### config.mk
export PLATFORM = sky130hd
export DESIGN_NAME = mul_issue_ctrl_flat
export DESIGN_NICKNAME = d
export VERILOG_FILES = /design/src/rtl/mul_issue_ctrl_if.sv /design/src/rtl/mul_issue_ctrl.sv /design/src/flat_wrapper.sv
export SDC_FILE = /design/constraint.sdc
export NUM_CORES = 1
export LEC_CHECK = 0
export ABC_CLOCK_PERIOD_IN_PS = 3100
export CAP_MARGIN = 5
export CORE_AREA = 2 2 180 182
export DETAILED_ROUTE_END_ITERATION = 10
export DIE_AREA = 0 0 182 184
export GPL_ROUTABILITY_DRIVEN = 0
export PLACE_DENSITY_LB_ADDON = 0.1
export SLEW_MARGIN = 10
export SYNTH_ARGS = -nofsm -noshare
export SYNTH_HDL_FRONTEND = slang
export SYNTH_SLANG_ARGS = --single-unit
### constraint.sdc
create_clock -name clk -period 3.1 [get_ports clk]
set_input_delay 0.775 -clock clk [delete_from_list [all_inputs] [get_ports clk]]
set_output_delay 0.775 -clock clk [all_outputs]
set_load 0.02 [all_outputs]
### src/rtl/mul_issue_ctrl_if.sv
// Handshake and multiplier-side bundle for mul_issue_ctrl.
// master = issue logic, result consumer and multiplier; slave = controller.
interface mul_issue_ctrl_if #(
    parameter int unsigned XLEN  = 64,
    parameter int unsigned TAG_W = 5
);
    logic                  in_valid_i;
    logic                  in_ready_o;
    logic [1:0]            op_i;
    logic [XLEN-1:0]       a_i;
    logic [XLEN-1:0]       b_i;
    logic [TAG_W-1:0]      tag_i;
    logic                  flush_i;
    logic [XLEN-1:0]       mul_a_o;
    logic [XLEN-1:0]       mul_b_o;
    logic                  mul_unsign_a_o;
    logic                  mul_unsign_b_o;
    logic [2*XLEN-1:0]     mul_s_i;
    logic                  res_valid_o;
    logic                  res_ready_i;
    logic [XLEN-1:0]       res_o;
    logic [TAG_W-1:0]      res_tag_o;

    modport master (
        output in_valid_i, op_i, a_i, b_i, tag_i, flush_i, mul_s_i, res_ready_i,
        input  in_ready_o, mul_a_o, mul_b_o, mul_unsign_a_o, mul_unsign_b_o,
               res_valid_o, res_o, res_tag_o
    );

    modport slave (
        input  in_valid_i, op_i, a_i, b_i, tag_i, flush_i, mul_s_i, res_ready_i,
        output in_ready_o, mul_a_o, mul_b_o, mul_unsign_a_o, mul_unsign_b_o,
               res_valid_o, res_o, res_tag_o
    );
endinterface

### src/rtl/mul_issue_ctrl.sv
// Issue/sequencing controller for a multicycle combinational RV M-extension multiplier.
// Optional MUL_RESULT_REUSE_EN: reuse the last full product when operands and signedness match.
module mul_issue_ctrl #(
    parameter int unsigned XLEN       = 64,
    parameter int unsigned MUL_CYCLES = 2,
    parameter int unsigned TAG_W      = 5
) (
    input  logic             clk,
    input  logic             rst_n,
    mul_issue_ctrl_if.slave  bus
);
    localparam int unsigned      CNT_W    = 4;
    localparam int unsigned      PROD_W   = 2 * XLEN;
    localparam logic [CNT_W-1:0] CNT_INIT = CNT_W'(MUL_CYCLES - 1);

    localparam logic [1:0] OP_MUL    = 2'b00;
    localparam logic [1:0] OP_MULH   = 2'b01;
    localparam logic [1:0] OP_MULHSU = 2'b10;
    localparam logic [1:0] OP_MULHU  = 2'b11;

    typedef enum logic [1:0] {
        IDLE = 2'd0,
        BUSY = 2'd1,
        DONE = 2'd2
    } state_t;

    state_t             state;
    state_t             state_nxt;
    logic [CNT_W-1:0]   cnt;
    logic [TAG_W-1:0]   tag_q;
    logic [1:0]         op_q;
    logic               accept;
    logic               complete;
    logic               req_ua;
    logic               req_ub;
    logic               hit;
    logic [XLEN-1:0]    hit_res;

    // MUL returns the low half; all high-half ops return the upper half.
    function automatic logic [XLEN-1:0] sel_half(input logic [1:0] op,
                                                 input logic [PROD_W-1:0] p);
        return (op == OP_MUL) ? p[XLEN-1:0] : p[PROD_W-1:XLEN];
    endfunction

    // State register
    always_ff @(posedge clk) begin
        if (!rst_n) state <= IDLE;
        else        state <= state_nxt;
    end

    // Next-state logic; flush dominates completion and accept
    always_comb begin
        state_nxt = state;
        if (bus.flush_i) begin
            state_nxt = IDLE;
        end else begin
            unique case (state)
                IDLE: if (accept) state_nxt = hit ? DONE : BUSY;
                BUSY: if (cnt == '0) state_nxt = DONE;
                DONE: begin
                    if (bus.res_ready_i) begin
                        if (accept) state_nxt = hit ? DONE : BUSY;
                        else        state_nxt = IDLE;
                    end
                end
                default: state_nxt = IDLE;
            endcase
        end
    end

    // Output/decode logic: handshake, signedness decode, completion strobe
    always_comb begin
        bus.in_ready_o  = 1'b0;
        bus.res_valid_o = 1'b0;
        accept          = 1'b0;
        complete        = 1'b0;
        req_ua          = 1'b0;
        req_ub          = 1'b0;

        bus.in_ready_o  = !bus.flush_i &&
                          ((state == IDLE) || ((state == DONE) && bus.res_ready_i));
        accept          = bus.in_valid_i && bus.in_ready_o;
        complete        = (state == BUSY) && (cnt == '0) && !bus.flush_i;
        bus.res_valid_o = (state == DONE);

        unique case (bus.op_i)
            OP_MUL:    begin req_ua = 1'b0; req_ub = 1'b0; end
            OP_MULH:   begin req_ua = 1'b0; req_ub = 1'b0; end
            OP_MULHSU: begin req_ua = 1'b0; req_ub = 1'b1; end
            OP_MULHU:  begin req_ua = 1'b1; req_ub = 1'b1; end
            default:   begin req_ua = 1'b0; req_ub = 1'b0; end
        endcase
    end

    // Operand, counter and result registers; a flush freezes everything but state
    always_ff @(posedge clk) begin
        if (!rst_n) begin
            bus.mul_a_o        <= '0;
            bus.mul_b_o        <= '0;
            bus.mul_unsign_a_o <= 1'b0;
            bus.mul_unsign_b_o <= 1'b0;
            bus.res_o          <= '0;
            bus.res_tag_o      <= '0;
            cnt                <= '0;
            tag_q              <= '0;
            op_q               <= OP_MUL;
        end else if (accept) begin
            bus.mul_a_o        <= bus.a_i;
            bus.mul_b_o        <= bus.b_i;
            bus.mul_unsign_a_o <= req_ua;
            bus.mul_unsign_b_o <= req_ub;
            tag_q              <= bus.tag_i;
            op_q               <= bus.op_i;
            cnt                <= CNT_INIT;
            if (hit) begin
                bus.res_o     <= hit_res;
                bus.res_tag_o <= bus.tag_i;
            end
        end else if (complete) begin
            bus.res_o     <= sel_half(op_q, bus.mul_s_i);
            bus.res_tag_o <= tag_q;
        end else if ((state == BUSY) && !bus.flush_i) begin
            cnt <= cnt - CNT_W'(1);
        end
    end

`ifdef MUL_RESULT_REUSE_EN
    logic [PROD_W-1:0] rp_prod;
    logic [XLEN-1:0]   rp_a;
    logic [XLEN-1:0]   rp_b;
    logic              rp_ua;
    logic              rp_ub;
    logic              rp_vld;

    // Remember the last product that actually completed (flushed ops never get here)
    always_ff @(posedge clk) begin
        if (!rst_n) begin
            rp_prod <= '0;
            rp_a    <= '0;
            rp_b    <= '0;
            rp_ua   <= 1'b0;
            rp_ub   <= 1'b0;
            rp_vld  <= 1'b0;
        end else if (complete) begin
            rp_prod <= bus.mul_s_i;
            rp_a    <= bus.mul_a_o;
            rp_b    <= bus.mul_b_o;
            rp_ua   <= bus.mul_unsign_a_o;
            rp_ub   <= bus.mul_unsign_b_o;
            rp_vld  <= 1'b1;
        end
    end

    // Low half is signedness-independent, so MUL only needs the operands to match
    always_comb begin
        hit     = rp_vld && (bus.a_i == rp_a) && (bus.b_i == rp_b) &&
                  ((bus.op_i == OP_MUL) || ({req_ua, req_ub} == {rp_ua, rp_ub}));
        hit_res = sel_half(bus.op_i, rp_prod);
    end
`else
    assign hit     = 1'b0;
    assign hit_res = '0;
`endif

endmodule

### src/flat_wrapper.sv
// flat-port wrapper written by rule: the top's interface ports become plain ports
module mul_issue_ctrl_flat 
#(
    parameter int unsigned XLEN       = 64,
    parameter int unsigned MUL_CYCLES = 2,
    parameter int unsigned TAG_W      = 5
)
  (clk, rst_n, bus_in_valid_i, bus_op_i, bus_a_i, bus_b_i, bus_tag_i, bus_flush_i, bus_mul_s_i, bus_res_ready_i, bus_in_ready_o, bus_mul_a_o, bus_mul_b_o, bus_mul_unsign_a_o, bus_mul_unsign_b_o, bus_res_valid_o, bus_res_o, bus_res_tag_o);
  mul_issue_ctrl_if #(.XLEN(XLEN), .TAG_W(TAG_W)) bus_i ();
  input  logic clk;
  input  logic rst_n;
  input wire logic [$bits(bus_i.in_valid_i)-1:0] bus_in_valid_i;
  input wire logic [$bits(bus_i.op_i)-1:0] bus_op_i;
  input wire logic [$bits(bus_i.a_i)-1:0] bus_a_i;
  input wire logic [$bits(bus_i.b_i)-1:0] bus_b_i;
  input wire logic [$bits(bus_i.tag_i)-1:0] bus_tag_i;
  input wire logic [$bits(bus_i.flush_i)-1:0] bus_flush_i;
  input wire logic [$bits(bus_i.mul_s_i)-1:0] bus_mul_s_i;
  input wire logic [$bits(bus_i.res_ready_i)-1:0] bus_res_ready_i;
  output wire logic [$bits(bus_i.in_ready_o)-1:0] bus_in_ready_o;
  output wire logic [$bits(bus_i.mul_a_o)-1:0] bus_mul_a_o;
  output wire logic [$bits(bus_i.mul_b_o)-1:0] bus_mul_b_o;
  output wire logic [$bits(bus_i.mul_unsign_a_o)-1:0] bus_mul_unsign_a_o;
  output wire logic [$bits(bus_i.mul_unsign_b_o)-1:0] bus_mul_unsign_b_o;
  output wire logic [$bits(bus_i.res_valid_o)-1:0] bus_res_valid_o;
  output wire logic [$bits(bus_i.res_o)-1:0] bus_res_o;
  output wire logic [$bits(bus_i.res_tag_o)-1:0] bus_res_tag_o;
  assign bus_i.in_valid_i = bus_in_valid_i;
  assign bus_i.op_i = bus_op_i;
  assign bus_i.a_i = bus_a_i;
  assign bus_i.b_i = bus_b_i;
  assign bus_i.tag_i = bus_tag_i;
  assign bus_i.flush_i = bus_flush_i;
  assign bus_i.mul_s_i = bus_mul_s_i;
  assign bus_i.res_ready_i = bus_res_ready_i;
  assign bus_in_ready_o = bus_i.in_ready_o;
  assign bus_mul_a_o = bus_i.mul_a_o;
  assign bus_mul_b_o = bus_i.mul_b_o;
  assign bus_mul_unsign_a_o = bus_i.mul_unsign_a_o;
  assign bus_mul_unsign_b_o = bus_i.mul_unsign_b_o;
  assign bus_res_valid_o = bus_i.res_valid_o;
  assign bus_res_o = bus_i.res_o;
  assign bus_res_tag_o = bus_i.res_tag_o;
  mul_issue_ctrl #(.XLEN(XLEN), .MUL_CYCLES(MUL_CYCLES), .TAG_W(TAG_W)) u_core (.clk(clk), .rst_n(rst_n), .bus(bus_i));
endmodule
==> impl_summary.md <==
Floorplan
The core region is 31,400 µm². For this configuration, the core starts out at a cell density of a little under 30%. around 470 I/O pins were placed. The initialized floorplan defines 65 standard-cell rows. The floorplan step set the die width to ~180 µm. The y dimension of the die is 184 µm. The floorplan step defined a die boundary enclosing 33,500 µm².

GRT
The largest net degree at the start of global routing is 139. The number of global-route vias before repair was around 10,000. Global routing finished with a remaining overflow of 0. The aggregate global-route resource usage is 22.7%. The initial antenna violation count is 3. The wire length of the first global-routing pass is around 60,000 µm.

Synth
After Yosys synthesis, full adders, half adders and majority gates account for 0.136% of the synthesized area. Summed over all instances, the cell type with the most area after synthesis is dfxtp_1. By area the synthesized netlist is led by dfxtp_1 (46%), a21oi_1 (11%), o31ai_1 (11%). Summing the areas of all xor and xnor instances in the mapped netlist gives 0% of the synthesized area.

During synthesis, Yosys emitted a total of 0 warnings. The average instance in the mapped netlist occupies 8.42 µm². After synthesis, the largest family of logic cells by area is compound AO/OA/AOI/OAI gates.

Summing the areas of all and, or, nand and nor instances in the mapped netlist gives 13.8% of the synthesized area. The share of flip-flops with an asynchronous set or reset after synthesis is 0%. Yosys instantiated no cell more often than dfxtp_1. The share of the yosys chip area belonging to registers is 46.2%.

The synthesized instance count is 1,090. The number of nets in the synthesized netlist is 1,359. The mapped netlist covers 9180 µm².

The primary flip-flop cell chosen by synthesis mapping is dfxtp_1. Sorting the synthesized cells by how often they occur yields dfxtp_1 (212), a21oi_1 (207), o31ai_1 (137), nand4_1 (135), clkbuf_1 (134). The share of the synthesized area in the top cell type is 46.2%. In the synthesized netlist, mux cells make up 0% of the area.

The number of distinct standard cells referenced by the synthesized netlist is 28. The synthesized design contains 0 enable-type register cells. The area fraction in compound gates after synthesis is 32.9%.

The synthesized design contains between 200 and 250 register bits.

Worst setup path
The worst setup path category is in2out. The slowest library cell on the worst path is clkdlybuf4s50_1. The cell depth of the worst setup path is 4. The largest single stage delay on the critical path is 0.62 ns.

Among the stages of the critical path, the cell type that occurs most often is clkdlybuf4s50_1. Together, buffers and inverters on the worst path number 2. The worst setup path is launched from an input pin.

The signal on the critical path passes through clkdlybuf4s50_1, or2_4, nor2_1, clkdlybuf4s50_1. The worst path arrival time is around 2.2 ns. STA classifies the critical path endpoint as an output port. Data on the critical path is required at its endpoint by 2.32 ns. The top cell family by delay on the critical path is buffers and inverters. Along the worst path, the maximum fanout reaches 2. For the worst flop-to-flop path, the logic depth is 6.

Detailed routing
In this run the remaining antenna-violating nets after routing total 0. In the final routed layout, each cell accounts on average for about 22 µm. The number of remaining DRC errors is 0. The total wire length after detailed routing is 40,400 µm.

The number of search-and-repair iterations in the first detailed-routing pass is 7. After the first detailed-routing iteration, the DRC count stood at 689. Dividing the detail-routed via count by the number of cells gives 5.52. The overall via count from detail_route is 10,375.

Finish
The number of fill cells in the layout is 3,031. The share of final-layout standard cells stronger than drive strength 1 is 5.69%. The number of nets at the end of the flow is 1,724.

The area growth from synthesis to layout is 63.9%.

Timing
The number of hold-slack violations in the final timing report is 0. Dividing the final minimum period by the clock period gives between 90% and 100%. The slew at the pin closest to its max-slew limit is 0.908 ns. Setup repair after global routing left no endpoint under its margin. The final setup TNS is 0 ns. The achievable frequency is 333 MHz. Setup violations remaining at the end of the flow were counted as 0. The count of pins over their slew limit was 0.

The final critical path time including I/O delays and setup is 3.00 ns. On the final layout, the worst clock skew is 0.00890 ns. The worst hold slack is 0.465 ns.

The tightest slew margin relative to the limit is between 30 and 40%.

Power
Summing internal, switching and leakage power gives 7.18 mW. The worst-case IR drop observed on VDD is approximately 0.32 mV. Power spread over the standard cell area amounts to 477 nW/µm².

The cell leakage power is about 5 nW.

Clock tree
Buffers added to address setup during post-CTS repair amount to 0. The number of buffers between clock root and the deepest sink is 3. For this design, the CTS-stage hold fixing added 0 buffers. The clock reaches the later pin of the worst-skew pair after 0.53 ns. TritonCTS built the clock tree.

The number of levels in the clock H-tree is 1. The root cell of the clock tree is clkbuf_16. The post-CTS clock slew at the launch and capture registers of the worst setup and hold paths is 0.06 ns.

The clock drives 212 sinks. Once the clock tree was built, the resizer swapped 0 gates to a different size. The number of buffers created by CTS is 27.

Place
Summed over all nets, the half-perimeter wirelength after detailed placement is ~25,000 µm. During placement, the flow inserted port buffers numbering 468.

Min path
The cell count of the worst hold path is 2. The worst hold path belongs to the class reg2reg.

Run
The count of max-cap constraint violations is 0.

Status
The run finished with clean final reports.
## routing by layer
layer	GRT usage (%)	vias to the layer above	routed length, µm	share of wire [%]
li1	-	4961	-	-
met1	29.3	4962	17000	42
met2	36.5	386	18900	47
met3	6.26	66	3340	8.3
met4	7.61	0	1210	3.0
met5	0	-	0	0
## cells in the final DEF, fill, tap and decap left out, types with 3 or more instances in the layout
cell type        count
clkdlybuf4s50_1    467
buf_12              14
buf_4               12
a21oi_1            207
clkbuf_1             4
inv_1                4
diode_2              3
clkbuf_8            10
clkbuf_16           27
o31ai_1            137
o21ai_0             73
nor2_4               3
nand2_1             66
nand4_1            135
nand3_1              8
clkinv_2             6
dfxtp_1            210
a311oi_1            64
## final timing paths
kind / startpoint / to / slack, ns
setup reg to reg: u_core.cnt[0] / u_core.bus.res_o[4] / 1.12
setup / recovery: bus_flush_i / bus_in_ready_o / 0.1
hold reg to reg: u_core.tag_q[1] / u_core.bus.res_tag_o[1] / 0.47
hold / removal: u_core.tag_q[1] / u_core.bus.res_tag_o[1] / 0.47
## per-stage QoR
stage          instance area (µm²)  utilization, %  setup slack [ns]  cells
2_1_floorplan                 9180               -             0.653   1090
3_3_place_gp                 14200            45.1            0.0988   1828
3_5_place_dp                 14200            45.1            0.0990   1828
4_1_cts                      15000            47.9            0.0835   1877
5_1_grt                      15000            47.9            0.0552   1879
6_report                     15000            47.9            0.0953   1880
## worst min-delay path, delay by kind of cell (launching register included)
family | cells | cell delay (ns)
AND/OR/NAND/NOR | 1 | 0.06
AO/OA/AOI/OAI | 1 | 0.05
flip-flops | 1 | 0.31
## flip-flops by register name, summed over array words and instances (netlist names), 2 cells and up
signal and flops:
u_core.bus.mul_a_o 64, u_core.bus.mul_b_o 64, u_core.bus.res_o 64, u_core.bus.res_tag_o 5, u_core.cnt 4, u_core.op_q 2, u_core.state 2, u_core.tag_q 5
## area by class of cell
| cell class | instances | area [µm²] | share of cell area (%) |
|---|---|---|---|
| Timing Repair Buffer | 493 | 5040 | 33.5 |
| Sequential cell | 212 | 4250 | 28.2 |
| Multi-Input combinational cell | 715 | 4340 | 28.9 |
| Inverter | 6 | 30.0 | 0.200 |
| Clock buffer | 41 | 828 | 5.50 |
| Antenna cell | 3 | 7.51 | 0.0499 |
| Tap cell | 402 | 503 | 3.34 |
| Clock inverter | 8 | 45.0 | 0.299 |
## report_power, final
group | switching [mW] | internal, mW | total [mW]
sequential | 0.0549 | 2.83 | 2.89
clock | 1.24 | 1.83 | 3.06
combinational | 0.616 | 0.609 | 1.23
## logic make-up (layout without fill, tap and decap cells)
logic type	after synthesis	after routing
AO/OA/AOI/OAI	485	485
buffers and inverters	163	548
flip-flops	212	212
other	0	3
AND/OR/NAND/NOR	229	229
adder cells (fa/ha/maj)	1	1
Note: power is estimated with default switching activity, not from simulation.
